`src/rtl/serial_addsub_if.sv`:
```
// Operand/result bundle for serial_addsub: launch request and operands in,
// busy/done status and the held result out.
interface serial_addsub_if #(
    parameter int WIDTH = 8
);
    logic             start;
    logic             sub;
    logic [WIDTH-1:0] a;
    logic [WIDTH-1:0] b;
    logic             busy;
    logic             done;
    logic [WIDTH-1:0] sum;
    logic             cout;
    logic             ovf;

    modport master (output start, sub, a, b, input busy, done, sum, cout, ovf);
    modport slave  (input start, sub, a, b, output busy, done, sum, cout, ovf);
endinterface

```
`src/rtl/serial_addsub.sv`:
```
// Digit-serial adder/subtractor: one DIGIT-bit ripple slice reused over
// WIDTH/DIGIT cycles. Result, carry and overflow are held between completions.
module serial_addsub #(
    parameter int WIDTH = 8,
    parameter int DIGIT = 1
) (
    input  logic           clk,
    input  logic           rst_n,
    serial_addsub_if.slave bus,
    output logic [1:0]     dbg_state
);
    localparam int N  = WIDTH / DIGIT;
    localparam int CW = (N > 1) ? $clog2(N) : 1;

    typedef enum logic [1:0] {IDLE = 2'd0, RUN = 2'd1, DONE = 2'd2} state_t;

    // Handshake: start is taken on any rising edge where busy is low (IDLE or
    // DONE); a, b and sub are sampled only on that edge, start is ignored
    // while busy is high, and done pulses for one cycle as the result lands.
    state_t state, state_next;

    logic [WIDTH-1:0]       opa, opb, acc, acc_next;
    logic                   carry;
    logic [CW-1:0]          cnt;
    logic                   accept, last;
    logic [DIGIT:0]         c;
    logic [DIGIT-1:0]       dsum;
    logic [WIDTH+DIGIT-1:0] cat;

    assign accept    = (state != RUN) && bus.start;
    assign last      = (cnt == CW'(N - 1));
    assign dbg_state = state;

    always_ff @(posedge clk or negedge rst_n) begin
        if (!rst_n) state <= IDLE;
        else        state <= state_next;
    end

    always_comb begin
        state_next = state;
        case (state)
            IDLE:    if (bus.start) state_next = RUN;
            RUN:     if (last) state_next = DONE;
            DONE:    state_next = bus.start ? RUN : IDLE;
            default: state_next = IDLE;
        endcase
    end

    always_comb begin
        bus.busy = (state == RUN);
        bus.done = (state == DONE);
    end

    // One digit of ripple-carry addition on the operand LSBs.
    always_comb begin
        c    = '0;
        dsum = '0;
        c[0] = carry;
        for (int i = 0; i < DIGIT; i++) begin
            dsum[i]  = opa[i] ^ opb[i] ^ c[i];
            c[i + 1] = (opa[i] & opb[i]) | (c[i] & (opa[i] ^ opb[i]));
        end
        cat      = {dsum, acc};
        acc_next = cat[WIDTH+DIGIT-1:DIGIT];
    end

    always_ff @(posedge clk or negedge rst_n) begin
        if (!rst_n) begin
            opa     <= '0;
            opb     <= '0;
            acc     <= '0;
            carry   <= 1'b0;
            cnt     <= '0;
            bus.sum <= '0;
            bus.cout <= 1'b0;
            bus.ovf <= 1'b0;
        end else if (accept) begin
            // Subtraction is a + ~b + 1: the +1 enters as the initial carry.
            opa   <= bus.a;
            opb   <= bus.sub ? ~bus.b : bus.b;
            carry <= bus.sub;
            cnt   <= '0;
        end else if (state == RUN) begin
            opa   <= opa >> DIGIT;
            opb   <= opb >> DIGIT;
            acc   <= acc_next;
            carry <= c[DIGIT];
            cnt   <= cnt + 1'b1;
            if (last) begin
                bus.sum  <= acc_next;
                bus.cout <= c[DIGIT];
                bus.ovf  <= c[DIGIT-1] ^ c[DIGIT];
            end
        end
    end
endmodule
```
`src/flat_wrapper.sv`:
```
// flat-port wrapper written by rule: the top's interface ports become plain ports
module serial_addsub_flat 
#(
    parameter int WIDTH = 8,
    parameter int DIGIT = 1
)
  (clk, rst_n, dbg_state, bus_start, bus_sub, bus_a, bus_b, bus_busy, bus_done, bus_sum, bus_cout, bus_ovf);
  serial_addsub_if #(.WIDTH(WIDTH)) bus_i ();
  input  logic clk;
  input  logic rst_n;
  output logic [1:0] dbg_state;
  input wire logic [$bits(bus_i.start)-1:0] bus_start;
  input wire logic [$bits(bus_i.sub)-1:0] bus_sub;
  input wire logic [$bits(bus_i.a)-1:0] bus_a;
  input wire logic [$bits(bus_i.b)-1:0] bus_b;
  output wire logic [$bits(bus_i.busy)-1:0] bus_busy;
  output wire logic [$bits(bus_i.done)-1:0] bus_done;
  output wire logic [$bits(bus_i.sum)-1:0] bus_sum;
  output wire logic [$bits(bus_i.cout)-1:0] bus_cout;
  output wire logic [$bits(bus_i.ovf)-1:0] bus_ovf;
  assign bus_i.start = bus_start;
  assign bus_i.sub = bus_sub;
  assign bus_i.a = bus_a;
  assign bus_i.b = bus_b;
  assign bus_busy = bus_i.busy;
  assign bus_done = bus_i.done;
  assign bus_sum = bus_i.sum;
  assign bus_cout = bus_i.cout;
  assign bus_ovf = bus_i.ovf;
  serial_addsub #(.WIDTH(WIDTH), .DIGIT(DIGIT)) u_core (.clk(clk), .rst_n(rst_n), .bus(bus_i), .dbg_state(dbg_state));
endmodule
```
`config.mk`:
```
export PLATFORM = sky130hd
export DESIGN_NAME = serial_addsub_flat
export DESIGN_NICKNAME = d
export VERILOG_FILES = /design/src/rtl/serial_addsub_if.sv /design/src/rtl/serial_addsub.sv /design/src/flat_wrapper.sv
export SDC_FILE = /design/constraint.sdc
export NUM_CORES = 1
export LEC_CHECK = 0
export ABC_CLOCK_PERIOD_IN_PS = 1950
export CAP_MARGIN = 20
export CORE_ASPECT_RATIO = 1.4
export CORE_MARGIN = 3
export CORE_UTILIZATION = 55
export CTS_BUF_LIST = sky130_fd_sc_hd__clkbuf_16
export CTS_CLUSTER_DIAMETER = 80
export DETAILED_ROUTE_END_ITERATION = 16
export DONT_BUFFER_PORTS = 1
export PLACE_DENSITY = 0.76
export SLEW_MARGIN = 20
export SYNTH_ARGS = -nofsm -noshare
export SYNTH_HDL_FRONTEND = slang
export SYNTH_SLANG_ARGS = --single-unit
```
`constraint.sdc`:
```
create_clock -name clk -period 1.95 [get_ports clk]
set_input_delay 0.39 -clock clk [delete_from_list [all_inputs] [get_ports clk]]
set_output_delay 0.39 -clock clk [all_outputs]
set_load 0.01 [all_outputs]
```
; ---- Yosys cells after proc, flatten, opt, wreduce, memory -nomap -nowiden
; Index checks and enable logic that the tools add are counted.
[word_totals]
ff_bits = 40
latchBits = 0
ramBits = 0
mem_bits_ro = 0
input_bits = 20
n_memories = 0
[op_classes]
n_addsub = 1
multipliers = 0
div = 0
order_cmp = 0
eq_ne = 6
n_shift = 0
muxes = 13
bitwise_logic = 8
reduce_logical = 6
[op_table]
columns = cell, n
row1 = 8-bit 2-to-1 mux, 5
row2 = 8-bit NOT, 1
row3 = 3-bit 2-to-1 mux, 2
row4 = 2-bit one-hot mux with 3 select lines, 1
row5 = 2-bit 2-to-1 mux, 2
row6 = "2-bit by 1-bit inequality test with 1-bit output, second input constant", 2
row7 = 2-bit AND reduction, 2
row8 = "3-bit by 1-bit adder with 3-bit output, second input constant", 1
row9 = "3-bit equality test, second input constant", 1
row10 = 1-bit 2-to-1 mux, 3
row11 = 3-bit AND reduction, 1
row12 = 1-bit XOR, 3
row13 = 1-bit bitwise AND, 2
row14 = "2-bit by 1-bit equality test with 1-bit output, second input constant", 1
row15 = "2-bit equality test, second input constant", 1
row16 = 2-bit logical NOT, 1
row17 = "2-bit inequality test, second input constant", 1
row18 = 2-bit nonzero test, 1
row19 = 1-bit logical AND, 1
row20 = 1-bit NOT, 1
row21 = 1-bit OR, 1

; ---- Depth between registers and ports, before layout
; Gate-level depths: netlist of run 1.
[logic_depth]
depth_word = 5
ltp_mapped = 6

; ---- Least setup slack after synthesis of run 1
; Ideal clock, no wire load.
[synth_path]
path_type = flip-flop to flip-flop
startpoint = register u_core.cnt[0]
endpoint = register u_core.bus.cout
setup_time_ns = 0.125
arrival_time_ns = 1.355
required_ns = 1.825
slack_ns = 0.469
path_stages_with_launch = 6
path_buffers = 1
cell_sequence = dfrtp_1 -> ha_1 -> ha_1 -> nand3b_1 -> buf_6 -> mux2_4
[synth_between]
elab_chain_len = 2
[synth_rtl]
columns = item, line_no
row1 = start: declaration, serial_addsub.sv:24  ; logic [CW-1:0] cnt;
row2 = start signal: assignment, serial_addsub.sv:88  ; cnt <= cnt + 1'b1;
row3 = 3-bit equality test, serial_addsub.sv:31  ; assign last = (cnt == CW'(N - 1));
row4 = 3-bit AND reduction (no source line), -
row5 = end signal: assignment, serial_addsub.sv:91  ; bus.cout <= c[DIGIT];
row6 = end: declaration, serial_addsub_if.sv:17  ; modport slave (input start, sub, a, b, output busy, done, sum, cout, ovf);
; Every way passes these cells.
; A chain may end at the register's enable or synchronous reset.

; ---- Final worst setup path of run 1
[layout_path]
startpoint = register u_core.cnt[0]
endpoint = register u_core.bus.sum[1]
[layout_between]
elab_chain_len = 2
[layout_rtl]
columns = item, line_no
row1 = 3-bit equality test, serial_addsub.sv:31
row2 = 3-bit AND reduction (no source line), -
row3 = end signal: assignment, serial_addsub.sv:90  ; bus.sum <= acc_next;
row4 = end: declaration, serial_addsub_if.sv:17
; Every way passes these cells.

==> reports/metrics.yaml, run 1 <==
synth_top_area_cell: "dfrtp_1"
wl_per_cell_um: 15.2
end_kind: "flop"
cap_viol_max_count: 0
critPathRequiredTime_ns: 2.11
grt_first_pass_wirelength_um: 5200
yosysMostFrequentCell: "nand2_1"
async_reset_ff_share_pct: 100
whs_endpoint: "u_core.opb[7]"
min_path_type: "in -> reg"
rsz0062_at_grt: "no"
std_cell_rows: 23
hold_buffers: 2
tritoncts: "yes"
die-width_um: 53.7
synthDistinctLibCells: 20
p_leak_nw: 0.980
nets: 183
crit_type: "reg -> reg"
utilization_pct: 65.4
gp_congestion: 0.750
cts_made_buffers: 5
grt_pass1_vias: 1174
synth_compound_area_share_pct: 6.07
routed-via-count: 1097
grt_use_total_pct: 19.2
hold_path.startpoint: "bus_start"
synthCells: 156
ys_seq_area_share_pct: 55.7
drtIter0Drc: 24
grt_max_degree: 43
reg2reg_depth: 5
synth_top_family_by_area: "multiplexers"
final_max_slew_viol_count: 0
r2r_end: "u_core.bus.sum[1]"
max_freq_mhz: 644
critPathTopFamily: "adder cells"
reg2reg_slack_ns: 0.40
antenna_found_initial: 0
yosys.area_share.simple_pct: 10.3
fill_cells: 246
clk_pin_slew_ns: 0.05
path_common_cell: "ha_1"
yosys.area_share.adder_pct: 2.57
htree_num_levels: 2
dieArea_mm2: 0.00391
port-buffer-count: 0
post-route-drc-count: 0
timing.slew.headroom_pct: 74.3
routed_wl_um: 3020
ctsResizeCount: 0
viasPerCell: 5.54
synthTopCellsByArea: "dfrtp_1, mux2i_1, nand2_1"
synthMuxAreaShare_pct: 17.0
power_density_mw_per_mm2: 1580
path_cells: "ha_1 -> ha_1 -> nand3b_1 -> buf_4 -> mux2_1"
whs_path_depth: 1
worstPathMaxFanout: 6
yosys-top-cells-count: "nand2_1, dfrtp_1, o21ai_1"
cp-start-kind: "flop"
fin_worst_skew_ns: 0.00193
post-route-min-period_ns: 1.55
synth_warnings: 0
clkSinkCount: 39
crit_buf_inv: 1
fp.coreArea_mm2: 0.00296
io_pins: 34
synth_edf_count: 0
synth_top_area_share_pct: 55.7
initial_core_util_pct: 59.1
synth_flop_cell: "dfrtp_1"
die-height_um: 72.8
max_slew.worst_pin.slew_ns: 0.385
syn_to_final_growth_pct: 10.6
cpPeakStageDelay_ns: 0.40
syn_nets: 179
finalSetupTns_ns: 0
dp_hpwl_um: 2060
drtAntennaViolNets: 0
hold_viol_final: 0
syn_area_per_cell_um2: 11.2
grt-ovfl-total: 0
cp_slowest_cell: "dfrtp_1"
setup_viol: 0
first_pass_iters: 4
synth_xor_area_share_pct: 4.50
clk_latency_ns: 0.28
synth_area_mm2: 0.00175
clockRootBuffer: "clkbuf_16"
outcome: "finished, final reports clean"
post-cts-setup-buffers: 0
antennaDiodeCount: 0
timing.rr.start: "u_core.cnt[0]"
peakVddDrop_v: 0.00120
critPathArrivalTime_ns: 1.71
fin_crit_sh_pct: 79.6
drive_gt1_share_pct: 12.4
finalPower_mw: 3.06
clock_path_buffers: 2
synth_seq_cells: 39
-- cells in the final DEF, fill, tap and decap left out --
master	Yosys	layout
buf_4	2	4
clkinv_1	0	2
o22ai_1	1	1
a21oi_1	1	1
xnor2_1	2	2
nor2_1	1	1
nand3b_1	1	1
nor2b_1	1	1
inv_2	3	3
mux2i_1	17	17
dlygate4sd3_1	0	1
clkbuf_16	0	5
xor2_1	7	7
mux2_1	2	2
mux2_4	7	7
inv_1	0	1
ha_1	2	2
o21ai_1	19	19
buf_12	0	1
dfrtp_1	39	39
fa_1	1	1
nand2_1	42	42
nand2b_1	1	1
-- power by group --
part           switching (mW)  leakage [nW]  internal, mW
logic                   0.458         0.414         0.402
clock network           0.294        0.0701         0.459
registers               0.287         0.496          1.16
total                    1.04         0.980          2.02
-- sequential cells by signal, indices dropped and copies added (netlist names) --
signal            cells
u_core.dbg_state      2
u_core.acc            7
u_core.bus.sum        8
u_core.bus.cout       1
u_core.opb            8
u_core.opa            8
u_core.bus.ovf        1
u_core.carry          1
u_core.cnt            3
-- worst max-delay path by stage --
stage | end | from | cells after the start
after global placement | u_core.bus.sum[1] | u_core.cnt[0] | 5
after global routing | u_core.bus.sum[0] | u_core.cnt[0] | 5
after detailed placement | u_core.bus.sum[1] | u_core.cnt[0] | 5
after floorplan | u_core.bus.cout | u_core.cnt[0] | 5
after CTS | u_core.bus.sum[1] | u_core.cnt[0] | 5
final | u_core.bus.sum[1] | u_core.cnt[0] | 5
-- area by class of cell --
cell class	count	area (um2)	area share, %
inverter	3	11.3	0.581
clock buffer	5	125	6.45
multi-input combinational	105	709	36.6
sequential	39	976	50.3
timing repair buffer	6	60.1	3.10
tap	37	46.3	2.39
clock inverter	3	11.3	0.581
-- routing by layer --
metal | part of all wire [%] | GRT usage (%) | routed length [um] | vias to the layer above
li1 | - | - | - | 523
met1 | 42 | 23.0 | 1260 | 538
met2 | 51 | 28.3 | 1520 | 28
met3 | 4.7 | 7.36 | 143 | 8
met4 | 3.0 | 11.9 | 90 | 0
met5 | 0 | 0 | 0 | -
-- kinds of logic (layout without fill, tap and decap cells) --
kind of cell,count (synthesis),count (layout)
AND/OR/NAND/NOR,46,46
adder cells (fa/ha/maj),3,3
AO/OA/AOI/OAI,21,21
buffers and inverters,12,17
flip-flops,39,39
XOR/XNOR,9,9
multiplexers,26,26
-- worst register-to-register path, delay by kind of cell, from the launching register on --
family,cells,cell delay (ns)
flops,1,0.40
fa+ha+maj,2,0.41
buf+inv,1,0.18
mux,1,0.33
simple gates,1,0.11
-- stage by stage --
stage / area [um2] / worst slack (ns) / std cells / hold slack, ns
3_3_place_gp: 1770 / 0.481 / 188 / 0.0956
3_5_place_dp: 1770 / 0.399 / 188 / 0.0955
2_1_floorplan: 1750 / 0.469 / 156 / 0.0944
5_1_grt: 1940 / 0.328 / 198 / 0.186
6_report: 1940 / 0.398 / 198 / 0.200
4_1_cts: 1940 / 0.390 / 198 / 0.189
No activity file was read; power rests on OpenSTA's default activity.
==> inputs of run 2 (changes only) <==
--- a/config.mk
+++ b/config.mk
@@ -5,7 +5,8 @@
 export SDC_FILE = /design/constraint.sdc
 export NUM_CORES = 1
 export LEC_CHECK = 0
-export ABC_CLOCK_PERIOD_IN_PS = 1950
+export ABC_AREA = 1
+export ABC_CLOCK_PERIOD_IN_PS = 1400
 export CAP_MARGIN = 20
 export CORE_ASPECT_RATIO = 1.4
 export CORE_MARGIN = 3
@@ -14,7 +15,7 @@
 export CTS_CLUSTER_DIAMETER = 80
 export DETAILED_ROUTE_END_ITERATION = 16
 export DONT_BUFFER_PORTS = 1
-export PLACE_DENSITY = 0.76
+export PLACE_DENSITY = 0.79
 export SLEW_MARGIN = 20
 export SYNTH_ARGS = -nofsm -noshare
 export SYNTH_HDL_FRONTEND = slang
==> constraint.sdc (replaced) <==
create_clock -name clk -period 1.4 [get_ports clk]
set_input_delay 0.28 -clock clk [delete_from_list [all_inputs] [get_ports clk]]
set_output_delay 0.28 -clock clk [all_outputs]
set_load 0.01 [all_outputs]
==> reports/metrics.yaml, run 2 <==
cts_made_buffers: 5  # unchanged
drtIter0Drc: 38  # was 24
first_pass_iters: 4  # unchanged
grt_first_pass_wirelength_um: 5960  # was 5200 um
setup_viol: 0  # unchanged
max_slew.worst_pin.slew_ns: 0.293  # was 0.385 ns
power_density_mw_per_mm2: 2200  # was 1580 mW/mm2
fin_crit_sh_pct: 96.3
cp-start-kind: "flop"  # unchanged
cap_viol_max_count: 0  # unchanged
layout_common_cells: "nand2_1, dfrtp_1, nand3_1"  # was nand2_1, dfrtp_1, o21ai_1
fp.coreArea_mm2: 0.00296  # unchanged
synth_area_mm2: 0.00176  # was 0.00175 mm2
seq_power_share_pct: 43.5  # was 47.3%
hold_path.startpoint: "bus_a[0]"  # was bus_start
max_freq_mhz: 742
rsz0062_at_grt: "yes"  # was no
switchingPower_mw: 1.62  # was 1.04 mW
hold_viol_final: 0  # unchanged
pwr-share-comb_pct: 32.3  # was 28.1%
synthDistinctLibCells: 19  # was 20
stdcell_count: 262  # was 198
post-route-drc-count: 0  # unchanged
finalSetupTns_ns: 0  # unchanged
synth_seq_cells: 39  # unchanged
final_max_slew_viol_count: 0  # unchanged
yosysMostFrequentCell: "nand2_1"  # unchanged
dieArea_mm2: 0.00393  # was 0.00391 mm2
syn_to_final_growth_pct: 15.6  # was 10.6%
worstPathMaxFanout: 16  # was 6
synthCells: 212  # was 156
viasPerCell: 5.37  # was 5.54
dp_hpwl_um: 2520  # was 2060 um
clkPwrFrac_pct: 24.2  # was 24.6%
timing.slew.headroom_pct: 80.4  # was 74.3%
drtAntennaViolNets: 0  # unchanged
peakVddDrop_v: 0.00145  # was 0.00120 V
synth_warnings: 0  # unchanged
ys_seq_area_share_pct: 55.3  # was 55.7%
grt_max_degree: 40  # was 43
htree_num_levels: 2  # unchanged
io_pins: 34  # unchanged
fin_worst_skew_ns: 0.00210  # was 0.00193 ns
place_inst: 249  # was 188
synth_flop_cell: "dfrtp_1"  # unchanged
internal_power_mw: 2.85  # was 2.02 mW
min_path_type: "in -> reg"  # unchanged
crit_type: "reg -> out"  # was reg -> reg
synth_edf_count: 0  # unchanged
outcome: "finished, final reports clean"  # unchanged
nets: 247  # was 183
syn_nets: 235  # was 179
end_kind: "output port"  # was flop
post-route-min-period_ns: 1.35
critPathArrivalTime_ns: 1.07  # was 1.71 ns
async_reset_ff_share_pct: 100  # unchanged
syn_area_per_cell_um2: 8.32  # was 11.2 um2
die-height_um: 73.0  # was 72.8 um
critPathLaunch: "u_core.dbg_state[0]"  # was u_core.cnt[0]
timing.rr.start: "u_core.dbg_state[1]"  # was u_core.cnt[0]
grt-ovfl-total: 0  # unchanged
routed_wl_um: 3570  # was 3020 um
critPathRequiredTime_ns: 1.12  # was 2.11 ns
gp_congestion: 0.756  # was 0.750
synthTopCellsByArea: "dfrtp_1, nand2_1, nand3_1"  # was dfrtp_1, mux2i_1, nand2_1
reg.largest.list: "u_core.bus.sum (8), u_core.opa (8), u_core.opb (8)"  # unchanged
drive_gt1_share_pct: 11.1  # was 12.4%
synth_top_area_share_pct: 55.3  # was 55.7%
clock_path_buffers: 2  # unchanged
switching_share_pct: 36.3  # was 33.9%
mostFrequentLayoutCell: "nand2_1"  # unchanged
routed-via-count: 1407  # was 1,097
yosys-top-cells-count: "nand2_1, dfrtp_1, nand3_1"  # was nand2_1, dfrtp_1, o21ai_1
initial_core_util_pct: 59.5  # was 59.1%
std_cell_rows: 23  # unchanged
fill_cells: 225  # was 246
tritoncts: "yes"  # unchanged
synth_top_area_cell: "dfrtp_1"  # unchanged
clockRootBuffer: "clkbuf_16"  # unchanged
antenna_found_initial: 0  # unchanged
finalPower_mw: 4.48  # was 3.06 mW
port-buffer-count: 0  # unchanged
die-width_um: 53.9  # was 53.7 um
p_leak_nw: 1.08  # was 0.980 nW
antennaDiodeCount: 0  # unchanged
clk_pin_slew_ns: 0.06  # was 0.05 ns
grt_use_total_pct: 21.0  # was 19.2%
clkSinkCount: 39  # unchanged
clk_latency_ns: 0.28  # about the same
wl_per_cell_um: 13.6  # was 15.2 um
grt_pass1_vias: 1347  # was 1,174
## run 2: logic make-up after synthesis
family	count (synthesis)	share of synthesized area (%)
AO/OA/AOI/OAI	17	5.11
adder cells (fa/ha/maj)	3	2.55
XOR/XNOR	2	0.993
buffers and inverters	29	7.30
AND/OR/NAND/NOR	122	28.7
flip-flops	39	55.3
## run 2: final timing paths
path,slack [ns],end,cells after the start
setup / recovery,0.05,bus_busy,3
hold / removal,0.12,u_core.opa[0],2
setup reg to reg,0.08,u_core.opa[2],5
hold reg to reg,0.48,u_core.opb[7],2
max in group asynchronous,0.73,u_core.opa[3],2
min in group asynchronous,0.49,u_core.acc[7],2
## run 2: power groups by stage
stage | clock network [mW] | registers [mW] | logic (mW)
2_1_floorplan | 0 | 1.90 | 1.00
3_3_place_gp | 0 | 1.93 | 1.21
3_5_place_dp | 0 | 1.96 | 1.28
4_1_cts | 1.10 | 1.95 | 1.36
5_1_grt | 1.15 | 2.01 | 1.65
6_report | 1.08 | 1.95 | 1.45
## run 2: routing by layer
layer	track usage (%)	share of wire [%]	up-vias
li1	-	-	689
met1	21.6	39	677
met2	37.1	53	34
met3	6.75	5.9	7
met4	9.94	1.7	0
met5	0	0	-
## run 2: per-stage QoR
stage | hold slack (ns) | util [%] | setup slack [ns] | area (um2)
after detailed placement | -0.0148 | 61.5 | 0.0953 | 1820
after CTS | 0.119 | 67.8 | 0.00500 | 2010
after global routing | 0.138 | 68.8 | -0.00641 | 2040
after global placement | -0.0147 | 61.5 | 0.137 | 1820
after floorplan | -0.0156 | - | 0.137 | 1760
final | 0.122 | 68.8 | 0.0515 | 2040
## run 2: repair_timing
item,CTS,global route
hold endpoints to repair,39,0
resized for setup,2,2
hold buffers,2,0
endpoints found under the setup margin,1,4
pin swaps,0,1
setup buffers,0,3
## run 2: worst max-delay path: stages, from the launching register on
cell	delay [ns]
dfrtp_1	0.40
inv_2	0.06
nor2_4	0.16
buf_12	0.16
## run 2: cell type report
| type | count | area, um2 | area share, % |
|---|---|---|---|
| well taps | 37 | 46.3 | 2.27 |
| multi-input cells | 144 | 664 | 32.6 |
| repair buffers | 14 | 133 | 6.50 |
| clock inverters | 3 | 20.0 | 0.982 |
| clock buffers | 5 | 125 | 6.13 |
| inverters | 20 | 75.1 | 3.68 |
| flip-flops and latches | 39 | 976 | 47.9 |
